`src/rtl/multicycle_ctrl_if.sv`:
```
// Control/datapath bundle for the multi-cycle sequencer.
// master = sequencer side, slave = datapath side.
interface multicycle_ctrl_if #(
  parameter int CNT_W = 32
);
  logic             run;
  logic [31:0]      ins;
  logic             zero;
  logic             mem_ready;
  logic             pc_we;
  logic [1:0]       pc_sel;
  logic             ir_we;
  logic             MemRead;
  logic             MemWrite;
  logic             iord;
  logic             RegWrite;
  logic             ALUSrc;
  logic [2:0]       op;
  logic [1:0]       wb_sel;
  logic             illegal;
  logic             busy;
  logic [CNT_W-1:0] retired;

  modport master (
    input  run, ins, zero, mem_ready,
    output pc_we, pc_sel, ir_we, MemRead, MemWrite,
    output iord, RegWrite, ALUSrc, op, wb_sel,
    output illegal, busy, retired
  );

  modport slave (
    output run, ins, zero, mem_ready,
    input  pc_we, pc_sel, ir_we, MemRead, MemWrite,
    input  iord, RegWrite, ALUSrc, op, wb_sel,
    input  illegal, busy, retired
  );
endinterface

```
`src/rtl/multicycle_ctrl.sv`:
```
// Multi-cycle RV32I-subset control sequencer.
// Optional retired counter: MULTICYCLE_CTRL_PERF_CNT_EN.
module multicycle_ctrl #(
  parameter int CNT_W = 32
) (
  input  logic               clk,
  input  logic               rst_n,
  multicycle_ctrl_if.master  bus
);

  typedef enum logic [2:0] {
    S_FETCH,
    S_DECODE,
    S_EXEC,
    S_MEM,
    S_WB,
    S_TRAP
  } state_e;

  localparam logic [6:0] OPC_R   = 7'b0110011;
  localparam logic [6:0] OPC_I   = 7'b0010011;
  localparam logic [6:0] OPC_LW  = 7'b0000011;
  localparam logic [6:0] OPC_SW  = 7'b0100011;
  localparam logic [6:0] OPC_BEQ = 7'b1100011;
  localparam logic [6:0] OPC_JAL = 7'b1101111;

  state_e     state_q, state_d;
  logic [6:0] opc_q;
  logic [2:0] f3_q;
  logic       f7_q;

  logic [6:0] d_opc;
  logic [2:0] d_f3;
  logic [6:0] d_f7;
  logic       legal;
  logic       unused_ins;

  logic r_q, i_q, lw_q, sw_q, beq_q, jal_q;
  logic [2:0] alu_op;

  logic       pc_we;
  logic [1:0] pc_sel;
  logic       ir_we;
  logic       mem_rd;
  logic       mem_wr;
  logic       iord;
  logic       reg_wr;
  logic       alu_src;
  logic [2:0] op;
  logic [1:0] wb_sel;
  logic       illegal;
  logic       busy;

  assign d_opc = bus.ins[6:0];
  assign d_f3  = bus.ins[14:12];
  assign d_f7  = bus.ins[31:25];
  assign unused_ins = ^{bus.ins[24:15], bus.ins[11:7]};

  always_comb begin
    legal = 1'b0;
    unique case (1'b1)
      d_opc == OPC_R:
        legal = (d_f7 == 7'b0000000 &&
                 d_f3 inside {3'b000, 3'b111,
                              3'b110, 3'b010}) ||
                (d_f7 == 7'b0100000 &&
                 d_f3 == 3'b000);
      d_opc == OPC_I:
        legal = d_f3 inside {3'b000, 3'b111,
                             3'b110, 3'b010};
      d_opc == OPC_LW,
      d_opc == OPC_SW:
        legal = d_f3 == 3'b010;
      d_opc == OPC_BEQ:
        legal = d_f3 == 3'b000;
      d_opc == OPC_JAL:
        legal = 1'b1;
      default:
        legal = 1'b0;
    endcase
  end

  assign r_q   = opc_q == OPC_R;
  assign i_q   = opc_q == OPC_I;
  assign lw_q  = opc_q == OPC_LW;
  assign sw_q  = opc_q == OPC_SW;
  assign beq_q = opc_q == OPC_BEQ;
  assign jal_q = opc_q == OPC_JAL;

  // funct3 only selects the ALU op for R/I types
  always_comb begin
    alu_op = 3'b010;
    if (r_q || i_q) begin
      unique case (f3_q)
        3'b000:  alu_op = (r_q && f7_q) ? 3'b110
                                        : 3'b010;
        3'b111:  alu_op = 3'b000;
        3'b110:  alu_op = 3'b001;
        3'b010:  alu_op = 3'b111;
        default: alu_op = 3'b010;
      endcase
    end
  end

  always_ff @(posedge clk or negedge rst_n) begin
    if (!rst_n) begin
      state_q <= S_FETCH;
      opc_q   <= '0;
      f3_q    <= '0;
      f7_q    <= 1'b0;
    end else begin
      state_q <= state_d;
      if (state_q == S_DECODE) begin
        opc_q <= d_opc;
        f3_q  <= d_f3;
        f7_q  <= d_f7[5];
      end
    end
  end

  always_comb begin
    state_d = state_q;
    pc_we   = 1'b0;
    pc_sel  = 2'b00;
    ir_we   = 1'b0;
    mem_rd  = 1'b0;
    mem_wr  = 1'b0;
    iord    = 1'b0;
    reg_wr  = 1'b0;
    alu_src = 1'b0;
    op      = 3'b010;
    wb_sel  = 2'b00;
    illegal = 1'b0;
    busy    = 1'b1;
    unique case (state_q)
      S_FETCH: begin
        busy = bus.run;
        if (bus.run) begin
          mem_rd = 1'b1;
          if (bus.mem_ready) begin
            ir_we   = 1'b1;
            state_d = S_DECODE;
          end
        end
      end
      S_DECODE: begin
        state_d = legal ? S_EXEC : S_TRAP;
      end
      S_EXEC: begin
        unique case (1'b1)
          r_q, i_q: begin
            alu_src = i_q;
            op      = alu_op;
            state_d = S_WB;
          end
          lw_q, sw_q: begin
            alu_src = 1'b1;
            state_d = S_MEM;
          end
          beq_q: begin
            op      = 3'b110;
            pc_we   = 1'b1;
            pc_sel  = bus.zero ? 2'b01 : 2'b00;
            state_d = S_FETCH;
          end
          jal_q: begin
            reg_wr  = 1'b1;
            wb_sel  = 2'b10;
            pc_we   = 1'b1;
            pc_sel  = 2'b10;
            state_d = S_FETCH;
          end
          default: state_d = S_TRAP;
        endcase
      end
      S_MEM: begin
        iord    = 1'b1;
        alu_src = 1'b1;
        mem_rd  = lw_q;
        mem_wr  = sw_q;
        if (bus.mem_ready) begin
          if (lw_q) begin
            state_d = S_WB;
          end else begin
            pc_we   = 1'b1;
            state_d = S_FETCH;
          end
        end
      end
      S_WB: begin
        reg_wr  = 1'b1;
        pc_we   = 1'b1;
        wb_sel  = lw_q ? 2'b01 : 2'b00;
        alu_src = !r_q;
        op      = alu_op;
        state_d = S_FETCH;
      end
      S_TRAP: begin
        illegal = 1'b1;
      end
      default: state_d = S_FETCH;
    endcase
  end

  assign bus.pc_we    = pc_we;
  assign bus.pc_sel   = pc_sel;
  assign bus.ir_we    = ir_we;
  assign bus.MemRead  = mem_rd;
  assign bus.MemWrite = mem_wr;
  assign bus.iord     = iord;
  assign bus.RegWrite = reg_wr;
  assign bus.ALUSrc   = alu_src;
  assign bus.op       = op;
  assign bus.wb_sel   = wb_sel;
  assign bus.illegal  = illegal;
  assign bus.busy     = busy;

`ifdef MULTICYCLE_CTRL_PERF_CNT_EN
  logic [CNT_W-1:0] ret_q, ret_d;

  assign ret_d = ret_q + CNT_W'(1);

  always_ff @(posedge clk or negedge rst_n) begin
    if (!rst_n) begin
      ret_q <= '0;
    end else if (pc_we) begin
      ret_q <= ret_d;
    end
  end

  assign bus.retired = ret_q;
`else
  assign bus.retired = '0;
`endif

endmodule

```
`src/flat_wrapper.sv`:
```
// flat-port wrapper written by rule: the top's interface ports become plain ports
module multicycle_ctrl_flat 
#(
  parameter int CNT_W = 32
)
  (clk, rst_n, bus_run, bus_ins, bus_zero, bus_mem_ready, bus_pc_we, bus_pc_sel, bus_ir_we, bus_MemRead, bus_MemWrite, bus_iord, bus_RegWrite, bus_ALUSrc, bus_op, bus_wb_sel, bus_illegal, bus_busy, bus_retired);
  multicycle_ctrl_if #(.CNT_W(CNT_W)) bus_i ();
  input  logic clk;
  input  logic rst_n;
  input wire logic [$bits(bus_i.run)-1:0] bus_run;
  input wire logic [$bits(bus_i.ins)-1:0] bus_ins;
  input wire logic [$bits(bus_i.zero)-1:0] bus_zero;
  input wire logic [$bits(bus_i.mem_ready)-1:0] bus_mem_ready;
  output wire logic [$bits(bus_i.pc_we)-1:0] bus_pc_we;
  output wire logic [$bits(bus_i.pc_sel)-1:0] bus_pc_sel;
  output wire logic [$bits(bus_i.ir_we)-1:0] bus_ir_we;
  output wire logic [$bits(bus_i.MemRead)-1:0] bus_MemRead;
  output wire logic [$bits(bus_i.MemWrite)-1:0] bus_MemWrite;
  output wire logic [$bits(bus_i.iord)-1:0] bus_iord;
  output wire logic [$bits(bus_i.RegWrite)-1:0] bus_RegWrite;
  output wire logic [$bits(bus_i.ALUSrc)-1:0] bus_ALUSrc;
  output wire logic [$bits(bus_i.op)-1:0] bus_op;
  output wire logic [$bits(bus_i.wb_sel)-1:0] bus_wb_sel;
  output wire logic [$bits(bus_i.illegal)-1:0] bus_illegal;
  output wire logic [$bits(bus_i.busy)-1:0] bus_busy;
  output wire logic [$bits(bus_i.retired)-1:0] bus_retired;
  assign bus_i.run = bus_run;
  assign bus_i.ins = bus_ins;
  assign bus_i.zero = bus_zero;
  assign bus_i.mem_ready = bus_mem_ready;
  assign bus_pc_we = bus_i.pc_we;
  assign bus_pc_sel = bus_i.pc_sel;
  assign bus_ir_we = bus_i.ir_we;
  assign bus_MemRead = bus_i.MemRead;
  assign bus_MemWrite = bus_i.MemWrite;
  assign bus_iord = bus_i.iord;
  assign bus_RegWrite = bus_i.RegWrite;
  assign bus_ALUSrc = bus_i.ALUSrc;
  assign bus_op = bus_i.op;
  assign bus_wb_sel = bus_i.wb_sel;
  assign bus_illegal = bus_i.illegal;
  assign bus_busy = bus_i.busy;
  assign bus_retired = bus_i.retired;
  multicycle_ctrl #(.CNT_W(CNT_W)) u_core (.clk(clk), .rst_n(rst_n), .bus(bus_i));
endmodule
```
`config.mk`:
```
export PLATFORM = sky130hd
export DESIGN_NAME = multicycle_ctrl_flat
export DESIGN_NICKNAME = d
export VERILOG_FILES = /design/src/rtl/multicycle_ctrl_if.sv /design/src/rtl/multicycle_ctrl.sv /design/src/flat_wrapper.sv
export SDC_FILE = /design/constraint.sdc
export NUM_CORES = 1
export LEC_CHECK = 0
export ABC_AREA = 1
export CAP_MARGIN = 5
export CORE_MARGIN = 5
export CORE_UTILIZATION = 43
export DETAILED_ROUTE_END_ITERATION = 8
export DONT_BUFFER_PORTS = 1
export MAX_ROUTING_LAYER = met4
export SLEW_MARGIN = 5
export SYNTH_ARGS = -nofsm -noshare
export SYNTH_HDL_FRONTEND = slang
export SYNTH_SLANG_ARGS = --single-unit
export TNS_END_PERCENT = 1
```
`constraint.sdc`:
```
create_clock -name clk -period 3.3 [get_ports clk]
set_input_delay 0.33 -clock clk [delete_from_list [all_inputs] [get_ports clk]]
set_output_delay 0.33 -clock clk [all_outputs]
set_load 0.005 [all_outputs]
```
-- After elaboration in Yosys (flattened, before gate mapping)
Cells that the tools add are included.
- memories: 0
- word-level logic and storage cells: 84
- flip-flop bits (word level): 14
- RAM bits: 0
- bits in latches: 0
- ROM bits: 0
- output and inout bits: 48
- $mul: 0
- divide/modulo/power cells: 0
- $add $sub $neg: 0
- muxes and demuxes: 36
- order comparisons: 0
- bitwise logic cells: 1
- equality and inequality tests: 27
- shift operators: 0
- reductions and logical operators: 16
- operators with widths (operator ; number):
    equality test 7 x 6 -> 1 bit (second input constant) ; 5
    equality test 7 bit (second input constant) ; 4
    2-to-1 mux 3 bit ; 7
    equality test 3 bit (second input constant) ; 6
    one-hot mux 3 bit (5 select lines) ; 1
    equality test 7 x 2 -> 1 bit (second input constant) ; 2
    equality test 7 x 5 -> 1 bit (second input constant) ; 2
    2-to-1 mux 1 bit ; 14
    equality test 3 x 2 -> 1 bit (second input constant) ; 4
    one-hot mux 3 bit (2 select lines) ; 2
    one-hot mux 3 bit (4 select lines) ; 1
    logical NOT 3 bit ; 3
    one-hot mux 3 bit (3 select lines) ; 1
    one-hot mux 2 bit (2 select lines) ; 2
    OR reduction 2 bit ; 4
    logical NOT 7 bit ; 1
    inequality test 2 bit (second input constant) ; 3
    one-hot mux 1 bit (2 select lines) ; 3
    one-hot mux 1 bit (3 select lines) ; 2
    one-hot mux 1 bit (5 select lines) ; 1
    2-to-1 mux 2 bit ; 2
    AND reduction 4 bit ; 1
    nonzero test 4 bit ; 1
    equality test 3 x 1 -> 1 bit (second input constant) ; 1
    4 further kinds ; 7

-- Depth between registers and ports, before layout
Gate-level depths: netlist (run 1).
- word-level depth: 7
- depth in mapped cells: 11
- gate-level depth less buffers: 11

-- Least setup slack after synthesis (run 1)
No wires, ideal clock.
- kind: flip-flop to output port
- start: register u_core.state_q[0]
- end: output bus_op[2]
- cell stages (with the launch flop): 8
- buffers on the path: 0
- setup slack: 1.895 ns
- arrival: 1.075 ns
- cell sequence: dfrtp_1 > inv_2 > nand3_2 > nand2_1 > nand2_1 > nor3_2 > nand2_1 > nand2_1
- cells in the longest elaborated chain, start to end: 2
- elaborated cells on any way between the ends: 3
- ends and longest elaborated chain (element ; line ; source):
    from (decl) ; multicycle_ctrl.sv:27 ; state_e state_q, state_d;
    from (signal assigned) ; multicycle_ctrl.sv:112 ; state_q <= state_d;
    equality test 3 bit or equality test 3 x 2 -> 1 bit (tied branches) ; multicycle_ctrl.sv:135 ; unique case (state_q)
    one-hot mux 3 bit (2 select lines) * ; multicycle_ctrl.sv:135 ;
    to (decl) ; flat_wrapper.sv:22 ; output wire logic [$bits(bus_i.op)-1:0] bus_op;
Mark *: on every way between the ends. The rest lies on a longest branch, timed or not.

-- Worst setup path after layout (run 1)
- start: register u_core.opc_q[2]
- end: output bus_op[2]
- cells in the longest elaborated chain, start to end: 7
- elaborated cells on any way between the ends: 11
- ends and longest elaborated chain (element ; line ; source):
    from (decl) ; multicycle_ctrl.sv:28 ; logic [6:0] opc_q;
    from (signal assigned) ; multicycle_ctrl.sv:114 ; opc_q <= d_opc;
    equality test 7 x 6 -> 1 bit ; multicycle_ctrl.sv:83 ; assign r_q = opc_q == OPC_R;
    logical AND 1 bit ; multicycle_ctrl.sv:95 ; 3'b000: alu_op = (r_q && f7_q) ? 3'b110
    2-to-1 mux 3 bit ; multicycle_ctrl.sv:95 ;
    one-hot mux 3 bit (4 select lines) ; multicycle_ctrl.sv:94 ; unique case (f3_q)
    2-to-1 mux 3 bit ; multicycle_ctrl.sv:93 ; if (r_q || i_q) begin
    one-hot mux 3 bit (2 select lines) ; multicycle_ctrl.sv:150 ; unique case (1'b1)
    one-hot mux 3 bit (2 select lines) * ; multicycle_ctrl.sv:135 ;
Marked as above.

==> results of run 1 <==
worst register-to-register path, stage by stage, from the launching register on:
cell	delay, ns
dfrtp_1	0.47
nor3_4	0.52
nand3_1	0.22
nand2_1	0.11
nand2_1	0.05
nand2_1	0.06
cells in the final DEF, fill, tap and decap left out, drive strengths merged:
cell type / Yosys / layout
clkinv: 1 / 1
nor2: 31 / 31
nand3b: 2 / 2
dlygate4sd3: 0 / 1
nor3: 7 / 7
o21ai: 12 / 12
o22ai: 1 / 1
nand2: 56 / 56
inv: 30 / 30
a21oi: 1 / 1
nand3: 18 / 18
clkbuf: 0 / 4
nand4: 2 / 2
dfrtp: 14 / 14
conb: 1 / 32
state kept, by name (all words and copies together), names as in the netlist:
| register | cells |
|---|---|
| u_core.f3_q | 3 |
| u_core.f7_q | 1 |
| u_core.opc_q | 7 |
| u_core.state_q | 3 |
per-layer routing:
metal | GRT usage [%] | up-vias | part of all wire, % | wire (um)
li1 | - | 587 | - | -
met1 | 17.8 | 467 | 48 | 1230
met2 | 17.2 | 52 | 42 | 1080
met3 | 1.71 | 2 | 9.7 | 252
met4 | 6.22 | 0 | 1.0 | 27
met5 | - | - | 0 | 0
how the worst max path moves through the flow:
stage                                             start        end  slack (ns)  cells past startpoint
after detailed placement    u_core.opc_q[2]$_DFFE_PN0P_  bus_op[2]        1.73                      7
after CTS                   u_core.opc_q[2]$_DFFE_PN0P_  bus_op[2]        1.42                      7
after floorplan           u_core.state_q[0]$_DFFE_PN0P_  bus_op[2]        1.90                      7
after global placement      u_core.opc_q[2]$_DFFE_PN0P_  bus_op[2]        1.73                      7
after global routing        u_core.opc_q[2]$_DFFE_PN0P_  bus_op[2]        1.24                      7
final                       u_core.opc_q[2]$_DFFE_PN0P_  bus_op[2]        1.45                      7
stage by stage:
stage / total power [mW] / area [um^2] / util [%] / setup WS, ns / hold WS (ns)
after floorplan: 0.605 / 1430 / - / 1.90 / 0.0344
after global placement: 0.645 / 1220 / 41.1 / 1.73 / 0.0347
after detailed placement: 0.644 / 1220 / 41.1 / 1.73 / 0.0347
after CTS: 0.772 / 1270 / 42.6 / 1.42 / 0.157
after global routing: 0.852 / 1270 / 42.6 / 1.24 / 0.159
final: 0.760 / 1270 / 42.6 / 1.45 / 0.170
area by class of cell:
cell class	instances	share of cell area (%)
Clock buffer	4	2.86
Inverter	31	9.17
Multi-Input combinational cell	162	56.3
Sequential cell	14	27.6
Tap cell	33	3.25
Timing Repair Buffer	1	0.789
power breakdown:
| part | internal (mW) | switching (mW) | leakage (nW) |
|---|---|---|---|
| Sequential | 0.250 | 0.0538 | 0.174 |
| Combinational | 0.103 | 0.235 | 0.520 |
| Clock | 0.0670 | 0.0508 | 0.0210 |
| Total | 0.420 | 0.340 | 0.715 |
cell families (layout without fill, tap and decap cells):
family,Yosys count,after routing,synth area share (%)
simple gates,116,116,39.9
other cells,1,32,0.286
buf+inv,64,36,27.6
compound gates,14,14,5.44
flops,14,14,26.7
repair_timing:
item,CTS,global route
setup buffers,0,0
hold endpoints to repair,14,0
hold buffers,1,0
==> reports/results.ini, run 1 <==
[status]
status = complete, no violations

[final_layout]
syn2layout_area_growth_pct = -3.15
drive_gt1_share_pct = 8.02
multi_input_area_um2 = 714
final_net_count = 250
n_antenna_cell = 0
fillers = 329
seq_area_um2 = 350
final_cells = 245

[synth]
netlist_top_cells_count = nand2_1, buf_4, nor2_1, inv_1, nand3_1
syn-mean-instance-area_um2 = 6.27
synth_top_area_share_pct = 26.7
synth_area_mm2 = 0.00131
yosys.cell_count.top_type = nand2_1
ys_async_sr_fraction_pct = 100
ys.flop_type = dfrtp_1
synth_cells = 209
synth_seq_area_share_pct = 26.7
synth_top_cell_by_area = dfrtp_1
synth_area_leaders = dfrtp_1, buf_4, nand2_1, nor2_1, inv_1
synth_edf_count = 0
yosysUniqueCellTypes = 21
yosysWarnings = 0
ys_ff_latch = 14

[critical_path]
reg2regPathDepth = 5
slowest_delay_ns = 0.40
cp_num_buf_inv = 0
r2r_slack_ns = 1.81
cp.arrival_ns = 1.52
rr_endpoint = u_core.state_q[0]$_DFFE_PN0P_
cp_max_fo = 3
criticalPathCategory = register to primary output
cp_slowest_cell = dfrtp_1
crit_top_cell = nand2_1
critPathLaunchType = register
worstReg2RegStart = u_core.state_q[1]$_DFFE_PN0P_
crit_chain = nor2_1 > nand2_1 > nor2_1 > nand3_1 > o21ai_0 > nand2_1 > nand2_1
cp_data_required_time_ns = 2.97
critPathTopFamily = simple AND/OR/NAND/NOR gates
crit_path_end_kind = primary output

[sta]
rsz0062_at_grt = false
fmax_mhz = 540
max-slew-margin-rel_pct = 59.8
setup_tns_ns = 0
setup_viol = 0
hold_viol = 0
period_minus_slack_ns = 1.85
drv_slew = 0
finalCritPeriodShare_pct = 56.1
fin_skew_ns = 0.000759
worstMarginPinSlew_ns = 0.600

[routing]
wirelength_mm = 2.59
wl_per_cell_um = 10.6
vias = 1108
drt_pre_antenna_iters = 4
drt_iter0_markers = 57
via_per_inst = 4.52
final_antenna_net_count = 0
drc = 0

[cts]
cts_tree = built
clock_sinks = 14
insertion_delay_ns = 0.27
cts_buffers = 3
cts_resized = 0
cts-root-buf = clkbuf_4
h-tree-depth = 1
cts.clk_slew.worst_paths_ns = 0.08
clk_path_buf_depth = 2

[die]
io_pins = 85
die-area_mm2 = 0.00425
core_mm2 = 0.00298
dieWidth_um = 65.2
dieHeight_um = 65.2
rows = 20
initial_utilization_pct = 44.0

[global_routing]
grt_pass1_wl_mm = 4.08
track_usage_pct = 12.5
gr-total-overflow = 0
antenna_found_initial = 0
grt_start_max_net_pins = 18
grt_pass1_vias = 907

[placed_design]
hpwl_mm = 2.23
gp_congestion = 0.825
placed_cells = 240
portBuffers = 0

[worst_hold_path]
hold_start = bus_ins[0]
hold_end = u_core.opc_q[0]$_DFFE_PN0P_
min_path_cells = 2
holdCritPathClass = primary input to register

[power_and_ir_drop]
ir_drop_mv = 0.159
power.leakage_nw = 0.715
power.density_mw_per_mm2 = 599

[run]
cap_violations = 0

Power figures use the tool's default switching activity.
==> run 2, diff against run 1 <==
- clock period: 3.3 -> 1.65 ns (I/O delays scaled with it)
==> reports/results.ini, run 2 (synthesis gave the netlist of run 1 again) <==
[final_layout]
largest_reg_flops = 7  ; unchanged
final_net_count = 260  ; was 250
mostFrequentLayoutCell = nand2_1  ; unchanged
largest_register = u_core.opc_q  ; unchanged
drive_gt1_share_pct = 16.2  ; was 8.02%
final_area_mm2 = 0.00141  ; was 0.00127 mm^2
top_regs = u_core.opc_q x7, u_core.f3_q x3, u_core.state_q x3  ; unchanged
seq_area_um2 = 354  ; was 350 um^2
n_antenna_cell = 0  ; unchanged
final_cell_mix = nand2_1, conb_1, nor2_1  ; unchanged
multi_input_area_um2 = 759  ; was 714 um^2
syn2layout_area_growth_pct = 7.45  ; was -3.15%
fillers = 321  ; was 329

[sta]
max-slew-margin-rel_pct = 59.1  ; was 59.8%
rsz0062_at_grt = true  ; was false
drv_slew = 0  ; unchanged
hold_viol = 0  ; unchanged
period_minus_slack_ns = 1.63
fmax_mhz = 613
worstMarginPinSlew_ns = 0.611  ; was 0.600 ns
setup_viol = 0  ; unchanged
finalCritPeriodShare_pct = 98.9
fin_skew_ns = 0.00617  ; was 0.000759 ns
setup_tns_ns = 0  ; unchanged

[routing]
via_per_inst = 4.54  ; was 4.52
drc = 0  ; unchanged
final_antenna_net_count = 0  ; unchanged
wirelength_mm = 2.79  ; was 2.59 mm
vias = 1157  ; was 1108
drt_pre_antenna_iters = 4  ; unchanged
wl_per_cell_um = 10.9  ; was 10.6 um
drt_iter0_markers = 56  ; was 57

[power_and_ir_drop]
p_switching_uw = 776  ; was 340 uW
clkPwrFrac_pct = 14.2  ; was 15.5%
pwr-share-comb_pct = 48.3  ; was 44.4%
ir_drop_mv = 0.315  ; was 0.159 mV
p_int_uw = 934  ; was 420 uW
p_seq_share_pct = 37.5  ; was 40.0%
switching_share_pct = 45.4  ; was 44.7%
power.density_mw_per_mm2 = 1220  ; was 599 mW/mm^2
power.leakage_nw = 0.764  ; was 0.715 nW

[cts]
insertion_delay_ns = 0.28  ; was 0.27 ns
cts_tree = built  ; unchanged
cts_buffers = 3  ; unchanged
cts.clk_slew.worst_paths_ns = 0.09  ; was 0.08 ns
clk_path_buf_depth = 2  ; unchanged
clock_sinks = 14  ; unchanged
cts-root-buf = clkbuf_4  ; unchanged
h-tree-depth = 1  ; unchanged

[critical_path]
cp.arrival_ns = 1.47  ; was 1.52 ns
cp_data_required_time_ns = 1.48  ; was 2.97 ns
cp_slowest_cell = dfrtp_1  ; unchanged
criticalPathCategory = register to primary output  ; unchanged
crit_top_cell = nand2_1  ; unchanged
worstReg2RegStart = u_core.opc_q[4]$_DFFE_PN0P_  ; was u_core.state_q[1]$_DFFE_PN0P_
slowest_delay_ns = 0.41  ; was 0.40 ns
crit_chain = nor2_2 > nand2_2 > nor2_4 > nand3_2 > o21ai_2 > nand2_1 > nand2_1  ; was nor2_1 > nand2_1 > nor2_1 > nand3_1 > o21ai_0 > nand2_1 > nand2_1
cp_max_fo = 3  ; unchanged
critPathLaunchType = register  ; unchanged
crit_path_end_kind = primary output  ; unchanged
cp-startpoint = u_core.opc_q[3]$_DFFE_PN0P_  ; was u_core.opc_q[2]$_DFFE_PN0P_

[global_routing]
grt_pass1_vias = 968  ; was 907
grt_start_max_net_pins = 15  ; was 18
grt_pass1_wl_mm = 4.20  ; was 4.08 mm
track_usage_pct = 13.0  ; was 12.5%
antenna_found_initial = 0  ; unchanged
gr-total-overflow = 0  ; unchanged

[placed_design]
gp_congestion = 0.815  ; was 0.825
portBuffers = 0  ; unchanged
hpwl_mm = 2.27  ; was 2.23 mm
place_area_mm2 = 0.00124  ; was 0.00122 mm^2

[worst_hold_path]
holdCritPathClass = primary input to register  ; unchanged
hold_start = bus_ins[5]  ; was bus_ins[0]

[die]
rows = 20  ; unchanged
initial_utilization_pct = 44.0  ; unchanged
dieWidth_um = 65.2  ; unchanged
dieHeight_um = 65.2  ; unchanged
die-area_mm2 = 0.00425  ; unchanged
core_mm2 = 0.00298  ; unchanged
io_pins = 85  ; unchanged

[run]
cap_violations = 0  ; unchanged

[status]
status = complete, no violations  ; unchanged

-- run 2: cell types whose count changed in the layout (fill, tap and decap cells not counted), sizes merged --
cell         delta
buf             +5
dlygate4sd3     +5
-- run 2: final cells by class --
cell class / count / area share, %
well taps: 33 / 2.93
inverters: 31 / 8.44
clock buffers: 4 / 2.58
multi-input cells: 162 / 54.0
repair buffers: 11 / 6.93
flip-flops and latches: 14 / 25.2
-- run 2: path summary, 6_finish.rpt --
kind                                                       to  slack, ns  cells after the start
worst min register to register    u_core.opc_q[1]$_DFFE_PN0P_       0.48                      2
worst max register to register  u_core.state_q[2]$_DFFE_PN0P_       0.24                     10
worst min-delay path              u_core.opc_q[5]$_DFFE_PN0P_       0.01                      2
max in group asynchronous       u_core.state_q[2]$_DFFE_PN0P_       0.88                      1
worst max-delay path                                bus_op[2]       0.02                      7
min in group asynchronous         u_core.opc_q[1]$_DFFE_PN0P_       0.33                      1
-- run 2: routing by layer --
metal	global-route usage, %	vias to the layer above	part of all wire, %
met2	18.8	52	44
li1	-	609	-
met3	2.39	2	8.7
met4	6.22	0	0.97
met1	17.4	494	47
met5	-	-	0
-- run 2: critical path, delay by kind of cell (launching register included) --
family | cells | cell delay [ns]
AND/OR/NAND/NOR | 6 | 0.65
flip-flops | 1 | 0.41
AO/OA/AOI/OAI | 1 | 0.12
-- run 2: stage by stage --
stage / hold WS, ns / total power, mW / utilization, % / setup slack [ns] / instances
floorplan: -0.131 / 1.21 / - / 0.404 / 240
global placement: -0.130 / 1.33 / 41.6 / 0.230 / 242
detailed placement: -0.130 / 1.33 / 41.6 / 0.240 / 242
CTS: 0.000482 / 1.61 / 45.0 / -0.0136 / 252
global route: 0.00647 / 1.88 / 47.3 / -0.0788 / 255
finish: 0.0102 / 1.71 / 47.3 / 0.0180 / 255
-- run 2: what timing repair did --
item | in CTS | in global routing
resized for setup | 5 | 14
endpoints found under the hold margin | 19 | 0
buffers inserted | 0 | 3
setup endpoints to repair | 4 | 7
cloned | 0 | 0
hold buffers | 6 | 0
pin swaps | 0 | 5
-- run 2: power groups by stage --
stage	Clock, mW	Combinational (mW)	Sequential (mW)
2_1_floorplan	0	0.617	0.593
3_3_place_gp	0	0.716	0.609
3_5_place_dp	0	0.713	0.616
4_1_cts	0.257	0.741	0.616
5_1_grt	0.268	0.953	0.660
6_report	0.243	0.825	0.642
==> run 3, diff against run 2 <==
--- a/config.mk
+++ b/config.mk
@@ -13,3 +13,2 @@
 export DONT_BUFFER_PORTS = 1
-export MAX_ROUTING_LAYER = met4
 export SLEW_MARGIN = 5
==> constraint.sdc (replaced) <==
create_clock -name clk -period 1.65 [get_ports clk]
set_input_delay 0.33 -clock clk [delete_from_list [all_inputs] [get_ports clk]]
set_output_delay 0.33 -clock clk [all_outputs]
set_load 0.005 [all_outputs]
==> reports/results.ini, run 3 (synthesis gave the netlist of run 1 again) <==
[die]
core_mm2 = 0.00298  ; unchanged
initial_utilization_pct = 44.0  ; unchanged
io_pins = 85  ; unchanged
dieHeight_um = 65.2  ; unchanged
die-area_mm2 = 0.00425  ; unchanged
rows = 20  ; unchanged
dieWidth_um = 65.2  ; unchanged

[power_and_ir_drop]
power.leakage_nw = 0.786  ; was 0.764 nW
power.density_mw_per_mm2 = 1250  ; was 1220 mW/mm^2
ir_drop_mv = 0.339  ; was 0.315 mV

[sta]
drv_slew = 0  ; unchanged
rsz0062_at_grt = true  ; unchanged
hold_viol = 0  ; unchanged
fmax_mhz = 566  ; was 613 MHz
finalWorstSetupSlack_ns = -0.116  ; was 0.0180 ns
worstMarginPinSlew_ns = 0.615  ; was 0.611 ns
max-slew-margin-rel_pct = 58.8  ; was 59.1%
period_minus_slack_ns = 1.77  ; was 1.63 ns
setup_viol = 10  ; was 0
fin_skew_ns = 0.00213  ; was 0.00617 ns
finalCritPeriodShare_pct = 107  ; was 98.9%

[final_layout]
final_cell_mix = nand2_1, conb_1, inv_1, nor2_1  ; was nand2_1, conb_1, nor2_1
drive_gt1_share_pct = 20.9  ; was 16.2%
syn2layout_area_growth_pct = 10.1  ; was 7.45%
largest_register = u_core.opc_q  ; unchanged
final_area_mm2 = 0.00144  ; was 0.00141 mm^2
mostFrequentLayoutCell = nand2_1  ; unchanged
top_regs = u_core.opc_q x7, u_core.f3_q x3, u_core.state_q x3  ; unchanged
fin_util_pct = 48.4  ; was 47.3%
final_net_count = 263  ; was 260
largest_reg_flops = 7  ; unchanged
n_antenna_cell = 0  ; unchanged
final_cells = 258  ; was 255

[cts]
clk_path_buf_depth = 2  ; unchanged
insertion_delay_ns = 0.27  ; was 0.28 ns
cts.clk_slew.worst_paths_ns = 0.08  ; was 0.09 ns
cts_buffers = 3  ; unchanged
cts_tree = built  ; unchanged
clock_sinks = 14  ; unchanged
h-tree-depth = 1  ; unchanged
cts-root-buf = clkbuf_4  ; unchanged

[routing]
vias = 1169  ; was 1157
drt_iter0_markers = 36  ; was 56
final_antenna_net_count = 0  ; unchanged
drc = 0  ; unchanged
drt_pre_antenna_iters = 4  ; unchanged
wirelength_mm = 2.81  ; was 2.79 mm
wl_per_cell_um = 10.9  ; about the same
via_per_inst = 4.53  ; was 4.54

[placed_design]
place_area_mm2 = 0.00125  ; was 0.00124 mm^2
preCtsSetupSlack_ns = 0.0757  ; was 0.240 ns
placed_cells = 244  ; was 242
hpwl_mm = 2.33  ; was 2.27 mm
portBuffers = 0  ; unchanged
gp_congestion = 0.819  ; was 0.815

[status]
status = complete, but fails checks  ; was complete, no violations
violations = setup timing

[global_routing]
grt_start_max_net_pins = 15  ; unchanged
grt_pass1_wl_mm = 4.25  ; was 4.20 mm
grt_pass1_vias = 999  ; was 968
gr-total-overflow = 0  ; unchanged
antenna_found_initial = 0  ; unchanged
track_usage_pct = 12.5  ; was 13.0%

[run]
cap_violations = 0  ; unchanged

[critical_path]
crit_top_cell = nand2_2  ; was nand2_1
cp_max_fo = 4  ; was 3
slowest_delay_ns = 0.41  ; about the same
cp_data_required_time_ns = 1.32  ; was 1.48 ns
criticalPathCategory = register to primary output  ; unchanged
cp_slowest_cell = dfrtp_1  ; unchanged
critPathTopFamily = simple AND/OR/NAND/NOR gates  ; unchanged
cp_num_buf_inv = 0  ; unchanged
crit_path_end_kind = primary output  ; unchanged
cp.arrival_ns = 1.44  ; was 1.47 ns
critPathLaunchType = register  ; unchanged
crit_chain = nor2_2 > nand2_2 > nor2_4 > nand2_2 > nor3_2 > nand2_1 > nand2_2  ; was nor2_2 > nand2_2 > nor2_4 > nand3_2 > o21ai_2 > nand2_1 > nand2_1

[worst_hold_path]
holdCritPathClass = primary input to register  ; unchanged

## run 3: layout make-up
class,instances,area (um^2)
repair buffers,14,108
well taps,33,41.3
fillers,309,1540
flip-flops and latches,14,352
clock buffers,4,36.3
multi-input cells,162,785
inverters,31,121
## run 3: final timing paths
check / from / end / slack [ns] / cells past startpoint
worst min-delay path: bus_ins[0] / u_core.opc_q[0]$_DFFE_PN0P_ / 0.17 / 2
max in group asynchronous: rst_n / u_core.state_q[2]$_DFFE_PN0P_ / 0.72 / 1
min in group asynchronous: rst_n / u_core.opc_q[4]$_DFFE_PN0P_ / 0.50 / 1
worst max register to register: u_core.opc_q[3]$_DFFE_PN0P_ / u_core.state_q[0]$_DFFE_PN0P_ / 0.30 / 10
worst max-delay path: u_core.opc_q[3]$_DFFE_PN0P_ / bus_op[2] / -0.12 / 7
worst min register to register: u_core.opc_q[1]$_DFFE_PN0P_ / u_core.opc_q[1]$_DFFE_PN0P_ / 0.48 / 2
## run 3: report_power, final
part | total (mW) | switching (mW) | internal [mW]
clock | 0.239 | 0.105 | 0.134
sequential | 0.623 | 0.121 | 0.502
combinational | 0.946 | 0.567 | 0.379
## run 3: through the flow
stage | setup TNS, ns | hold slack, ns | power, mW
floorplan | 0 | 0.0344 | 1.21
global placement | 0 | 0.0347 | 1.33
detailed placement | 0 | 0.0348 | 1.34
CTS | -0.481 | 0.169 | 1.71
global route | -1.66 | 0.164 | 1.97
finish | -0.564 | 0.170 | 1.81
## run 3: worst register-to-register path, cell delays in order (launching register included)
cell     delay, ns
dfrtp_1       0.41
nor2_2        0.15
nand2_2       0.09
nor2_4        0.15
nand2_2       0.10
nand2_1       0.07
nor2_1        0.04
nor2_1        0.08
nand2_1       0.06
nand2_1       0.06
nand2_1       0.05
## run 3: repair_timing
action / 4_1_cts / 5_1_grt
hold buffers: 1 / 0
setup buffers: 5 / 4
gates cloned: 0 / 0
pin swaps: 1 / 6
resized for setup: 13 / 12
hold endpoints to repair: 14 / 0
setup endpoints to repair: 10 / 13
## run 3: per-layer routing
| layer | part of all wire [%] | routed length, um | GRT usage (%) | up-vias |
|---|---|---|---|---|
| met1 | 47 | 1330 | 16.8 | 496 |
| met5 | 0 | 0 | 0 | - |
| li1 | - | - | - | 614 |
| met3 | 9.5 | 266 | 2.39 | 5 |
| met2 | 41 | 1160 | 19.6 | 54 |
| met4 | 1.6 | 46 | 5.44 | 0 |
